===== config.mk =====
export PLATFORM = sky130hd
export DESIGN_NAME = cdc_hs_rx
export DESIGN_NICKNAME = d
export VERILOG_FILES = /design/src/rtl/cdc_hs_rx.sv
export SDC_FILE = /design/constraint.sdc
export NUM_CORES = 1
export LEC_CHECK = 0
export BUFFER_PORTS_ARGS = -buffer_cell sky130_fd_sc_hd__buf_2
export CAP_MARGIN = 20
export CORE_ASPECT_RATIO = 1.4
export CORE_UTILIZATION = 51
export DETAILED_ROUTE_END_ITERATION = 10
export GPL_TIMING_DRIVEN = 0
export HOLD_SLACK_MARGIN = 0.03
export PLACE_DENSITY = 0.82
export RECOVER_POWER = 100
export SYNTH_ARGS = -nofsm -noshare
export SYNTH_HDL_FRONTEND = slang
export SYNTH_SLANG_ARGS = --single-unit

===== constraint.sdc =====
create_clock -name clk -period 2.1 [get_ports clk]
set_clock_uncertainty 0.15 [all_clocks]
set_input_delay 0.42 -clock clk [delete_from_list [all_inputs] [get_ports clk]]
set_output_delay 0.42 -clock clk [all_outputs]
set_load 0.01 [all_outputs]

===== src/rtl/cdc_hs_rx.sv =====
// Receive side of a four-phase req/ack clock-domain-crossing handshake.
// req_sync has already passed through a synchronizer into clk. Each request
// pulse captures one data word, which is presented to a valid/ready consumer.
// ack is raised once the consumer takes the word. ack falls after the sender
// drops req. A stuck-high req in ACK and a req drop before the word is taken
// both raise a sticky err.
module cdc_hs_rx #(
  parameter int WIDTH   = 8,
  parameter int TIMEOUT = 64   // legal 2..65535
) (
  input  logic             clk,
  input  logic             rst_n,
  input  logic             req_sync,
  input  logic [WIDTH-1:0] data_in,
  output logic             ack,
  output logic             out_valid,
  input  logic             out_ready,
  output logic [WIDTH-1:0] out_data,
  output logic             busy,
  output logic             err,
  input  logic             err_clr,
  output logic [15:0]      xfer_cnt
);

  typedef enum logic [1:0] {
    IDLE  = 2'd0,
    VALID = 2'd1,
    ACK   = 2'd2
  } state_t;

  // The counter stops at TO_LAST. err is raised on the step from TO_ARM to
  // TO_LAST, so it becomes visible on the TIMEOUT-th ACK cycle. Because the
  // raise happens only on that step, err_clr still works while the counter
  // sits saturated.
  localparam logic [15:0] TO_LAST = 16'(TIMEOUT - 1);
  localparam logic [15:0] TO_ARM  = 16'(TIMEOUT - 2);

  state_t      state;
  logic [15:0] to_cnt;
  logic        handshake;
  logic        err_set;

  assign handshake = out_valid && out_ready;

  // Error sources: req dropped before the word was taken, or the ACK timeout
  // being reached while req is still high.
  // NOTE: always_comb assigns err_set on every path (here as a single
  // expression), so no latch can be inferred.
  always_comb begin
    err_set = ((state == VALID) && !req_sync) ||
              ((state == ACK) && req_sync && (to_cnt == TO_ARM));
  end

  // Handshake FSM. All outputs are registered alongside the state.
  // NOTE: sequential state uses non-blocking assignments only. Every register
  // updates from values sampled at the same edge, whatever the statement order.
  always_ff @(posedge clk) begin
    if (!rst_n) begin
      state     <= IDLE;
      ack       <= 1'b0;
      out_valid <= 1'b0;
      busy      <= 1'b0;
      err       <= 1'b0;
      out_data  <= '0;
      xfer_cnt  <= '0;
      to_cnt    <= '0;
    end else begin
      // set wins over clear
      if (err_set) begin
        err <= 1'b1;
      end else if (err_clr) begin
        err <= 1'b0;
      end

      case (state)
        IDLE: begin
          if (req_sync) begin
            out_data  <= data_in;
            out_valid <= 1'b1;
            busy      <= 1'b1;
            state     <= VALID;
          end
        end

        VALID: begin
          // out_data is frozen here; data_in is ignored until the next capture
          if (handshake) begin
            out_valid <= 1'b0;
            ack       <= 1'b1;
            to_cnt    <= '0;
            xfer_cnt  <= xfer_cnt + 16'd1;
            state     <= ACK;
          end
        end

        ACK: begin
          // IDLE is re-entered only after req is seen low, so one req pulse
          // yields exactly one word
          if (!req_sync) begin
            ack   <= 1'b0;
            busy  <= 1'b0;
            state <= IDLE;
          end else if (to_cnt != TO_LAST) begin
            to_cnt <= to_cnt + 16'd1;
          end
        end

        default: begin
          ack       <= 1'b0;
          out_valid <= 1'b0;
          busy      <= 1'b0;
          state     <= IDLE;
        end
      endcase
    end
  end

endmodule


After elaboration in Yosys (flattened, before gate mapping)

Cells that the tools add are included.
W data, S select, Z words.

Add/sub/neg operators: 2
$mul: 0
Divide/modulo/power cells: 0
Magnitude comparators: 0
Equality and inequality tests: 9
Shifts and indexed selects: 0
Mux-type cells: 17
Bitwise operators: 3
Reductions and logical operators: 16

Operator list:

| kind                    | number |
|---|---|
| $mux W16                | 3 |
| $add A16 B1 Y16 const B | 2 |
| $pmux W16 S2            | 1 |
| $eq A16 B6 Y1 const B   | 1 |
| $ne A16 B6 Y1 const B   | 1 |
| $reduce_and A3 Y1       | 4 |
| $pmux W1 S3             | 3 |
| $ne A2 B2 Y1 const B    | 4 |
| $mux W1                 | 6 |
| $mux W2                 | 3 |
| $pmux W2 S3             | 1 |
| $logic_and A1 B1 Y1     | 4 |
| $reduce_and A2 Y1       | 2 |
| $reduce_and A4 Y1       | 1 |
| $reduce_bool A2 Y1      | 2 |
| $not A1 Y1              | 3 |
| $eq A2 B1 Y1 const B    | 1 |
| $eq A2 B2 Y1 const B    | 1 |
| $logic_not A2 Y1        | 1 |
| $ne A2 B1 Y1 const B    | 1 |
| $logic_not A1 Y1        | 1 |
| $logic_or A1 B1 Y1      | 1 |

Register bits after elaboration: 46
Bits in latches: 0
Bits in writable memories: 0
Memory bits (read-only): 0
Input port bits: 13
Output and inout bits: 28
Word-level logic and storage cells: 55
Memories: 0

Longest topological paths before layout

Depth in word-level cells: 5
Gate-level depth with buffers: 6
Gate-level depth less buffers: 5

Worst setup path before layout

No wires, ideal clock.

Path kind: flip-flop to flip-flop
Start point: register to_cnt[0]
End point: register to_cnt[6]
Data arrival time: 1.412 ns
Required time: 1.818 ns
Slack: 0.406 ns
Stages on the path, launching flop included: 7
Path buffers: 1
Period minus slack after synthesis: 1.694 ns
Path through: dfxtp_1 > ha_1 > and3_1 > and4_1 > buf_2 > o211ai_4 > a31oi_1

Cells in the longest elaborated chain, start to end: 4

RTL lines:

| what                   | RTL line | text |
|---|---|---|
| from (decl)            | 39       | `logic [15:0] to_cnt;` |
| from (signal assigned) | 104      | `to_cnt <= to_cnt + 16'd1;` |
| $add A16 B1 Y16        | 104      |  |
| $mux W16               | 103      | `end else if (to_cnt != TO_LAST) begin` |
| $mux W16               | 99       | `if (!req_sync) begin` |
| $pmux W16 S2           | 75       | `case (state)` |

Several ways; a longest one is shown, not always the timed one. The select of a mux whose other input is x is not followed.
A chain may end at the register's enable or synchronous reset.

Worst setup path in the final report

Start point: register state[0]
End point: register to_cnt[10]

Cells in the longest elaborated chain, start to end: 3

RTL lines:

| what                                                | RTL line | text |
|---|---|---|
| from (decl)                                         | 38       | `state_t state;` |
| from (signal assigned)                              | 59       | `state <= IDLE;` |
| from (signal assigned)                              | 81       | `state <= VALID;` |
| from (signal assigned)                              | 92       | `state <= ACK;` |
| $eq A2 B2 Y1 / $eq A2 B1 Y1 (equally long branches) | 75       |  |
| $ne A2 B1 Y1 (no line) (tied with other cells)      | n/a      |  |
| $reduce_and A4 Y1 (no line)                         | n/a      |  |

Several ways; a longest one is shown, not always the timed one.

==> impl_metrics.ini <==
[timing]
drv_slew = 0
worst_hold_slack_ns = 0.203
fmax_mhz = 510
hold_viol = 0
fin_tns_setup_ns = 0
worst_pin_slew_ns = 0.605
max-slew-margin-rel_pct = 59.6
setup_viol = 0
rsz0062_at_grt = false
period_share_pct = 93.3
period_needed_ns = 1.96

[grt]
grt_pass1_wl_mm = 8.47
grt_overflow = 0
grt_max_degree = 15
grt_use_total_pct = 23.0
grt_antenna_before_repair = 0
grt_pass1_vias = 1935

[routing]
drt_wl_total_mm = 5.22
wl_per_cell_um = 14.3
via_count = 2168
final_antenna_net_count = 0
drt_iter0_drc = 127
drc_errors = 0
via_per_inst = 5.94
dr.pass1.iters = 5

[pwr]
switching_share_pct = 22.7
max-vdd-ir-drop_uv = 456
combinationalPowerShare_pct = 6.8
finalPower_w = 0.00167
p_clk_share_pct = 39.2
p_leak_nw = 0.907
intPower_w = 0.00129
p_seq_share_pct = 54.0
p_sw_w = 0.000378
power_density_mw_per_mm2 = 637

[clock_network]
cts_tree = built
cts_buffers = 5
clock_sinks = 46
clock_latency_ns = 0.30
root_buffer = clkbuf_8
cts_resized = 0
clkTransAtPathRegs_ns = 0.09
ctsHoldBuffers = 0
htree_levels = 2
clockBufferDepth = 2

[worst_setup_path]
cp_max_fo = 10
startpoint_type = flip-flop
endpoint_kind = flip-flop
required_ns = 2.18
worstPathArrival_ns = 2.04
critical_path_class = flip-flop to flip-flop

[placement]
port_buffers = 40
gp_congestion = 0.825
hpwl_mm = 3.65
placed_cell_area_mm2 = 0.00256
numPlacedInstances = 356

[logic_synthesis]
syn_inst = 256
synth_ff_type = dfxtp_1
synth-edff-count = 0
synth-seq-cells = 46
yosysTopAreaCell = dfxtp_1
synthTopCellsByArea = dfxtp_1, nor2_1, nand4_1, mux2i_1, xor2_1
netlist-cell-type-count = 48
async_reset_ff_share_pct = 0
yosys_warnings = 0
syn-cell-area_mm2 = 0.00228
synth_seq_area_share_pct = 40.4
synthesis.nets = 272
syn_avg_cell_area_um2 = 8.91
synth_top_area_share_pct = 40.4

[floorplan]
die_w_um = 58.5
die_h_um = 81.2
start_util_pct = 53.4
coreArea_mm2 = 0.00427
rows = 28
num_io_pins = 41
die_area_mm2 = 0.00475

[status]
status = finished clean

[job]
cap_violations = 0

[finish]
layout.nets = 320
design_area_mm2 = 0.00262
instances_no_fill = 365
layout-drive-gt1-share_pct = 10.5
num-fill-cells = 377
antenna_cells = 0
syn_to_final_growth_pct = 14.7

[worst_hold_path]
min_path_type = input pin to flip-flop
-- critical path: stages, from the launching register on --
cell and delay, ns:
dfxtp_1 0.32, clkbuf_1 0.20, nand2b_4 0.21, nor2_1 0.37
clkbuf_2 0.34, a41oi_1 0.15, a21oi_1 0.15
-- cells by family (layout without fill, tap and decap cells) --
kind of cell	count (synthesis)	count (layout)	synth area share, %
multiplexers	8	8	3.51
flip-flops	46	46	40.4
AO/OA/AOI/OAI	59	59	18.3
adder cells (fa/ha/maj)	3	3	1.64
AND/OR/NAND/NOR	107	107	28.0
buffers and inverters	23	72	4.39
XOR/XNOR	10	10	3.84
-- what timing repair did --
| item | 4_1_cts | 5_1_grt |
|---|---|---|
| setup endpoints to repair | 0 | 7 |
| hold endpoints to repair | 0 | 0 |
| buffers inserted | 0 | 1 |
-- power groups by stage --
| stage | logic, W | registers (W) | clock network, W |
|---|---|---|---|
| after floorplan | 0.0000670 | 0.000927 | 0 |
| after global placement | 0.000117 | 0.000919 | 0 |
| after detailed placement | 0.000119 | 0.000920 | 0 |
| after CTS | 0.000120 | 0.000899 | 0.000663 |
| after global routing | 0.000126 | 0.000902 | 0.000703 |
| final | 0.000113 | 0.000900 | 0.000653 |
-- metal layers --
| layer | global-route usage, % | share of wire, % |
|---|---|---|
| met1 | 27.5 | 42 |
| met3 | 3.50 | 6.3 |
| met5 | 0 | 0 |
| met2 | 38.7 | 50 |
| met4 | 13.1 | 2.3 |
-- cell type report --
type / count / area (um2) / share of cell area (%)
clock buffer: 6 / 72.6 / 2.77
sequential: 46 / 921 / 35.2
timing repair buffer: 41 / 171 / 6.55
clock inverter: 2 / 37.5 / 1.43
multi-input combinational: 187 / 1240 / 47.5
inverter: 9 / 33.8 / 1.29
buffer: 14 / 62.6 / 2.39
tap: 60 / 75.1 / 2.87
-- flip-flops by register name (all words and copies together) (netlist names) --
register   cells
ack            1
err            1
to_cnt        16
out_data       8
xfer_cnt      16
busy           1
out_valid      1
state          2
-- cell usage in the layout, fill, tap and decap left out, drive strengths merged, types with 2 or more instances in the layout --
cell	instances
o211a	2
dfxtp	46
a41oi	7
nand3	17
and3	2
nor2	24
or3	3
nor4	12
mux2i	8
o21ai	8
nor2b	2
buf	16
nor3	4
nand4	13
clkbuf	45
inv	9
o211ai	7
and4	3
a21oi	15
nand2	11
or4	4
xor2	9
nand2b	2
a21o	2
o31a	2
a31oi	3
and2	4
o311ai	2
ha	3
o21a	5
o31ai	3
-- cells in the mapped netlist, types with 3 or more instances --
cell,instances
buf_2,5
o21a_1,5
nor3_1,4
and2_1,4
ha_1,3
xor2_1,9
and4_1,3
nand3_1,15
nor4_1,10
nand2_1,11
mux2i_1,8
o21ai_0,7
a41oi_1,7
nand4_1,13
a31oi_1,3
o31ai_1,3
nor2_1,23
dfxtp_1,46
or4_1,4
clkbuf_1,7
or3_1,3
inv_1,9
o211ai_1,6
a21oi_1,15
-- final timing paths --
kind | start | to | slack [ns] | depth (start not counted)
setup / recovery | state[0]$_SDFFE_PN0P_ | to_cnt[10]$_SDFFE_PN0P_ | 0.14 | 6
hold / removal | data_in[1] | out_data[1]$_SDFFE_PN0P_ | 0.20 | 3
setup reg to reg | state[0]$_SDFFE_PN0P_ | to_cnt[10]$_SDFFE_PN0P_ | 0.14 | 6
hold reg to reg | xfer_cnt[15]$_SDFFE_PN0P_ | xfer_cnt[15]$_SDFFE_PN0P_ | 0.34 | 2
-- through the flow --
stage          utilization [%]  setup WS [ns]
2_1_floorplan                -          0.406
3_3_place_gp              59.8        -0.0134
3_5_place_dp              59.8      -0.000515
4_1_cts                   62.4          0.129
5_1_grt                   61.2         0.0213
6_report                  61.2          0.141
No activity file was read; power rests on OpenSTA's default activity.
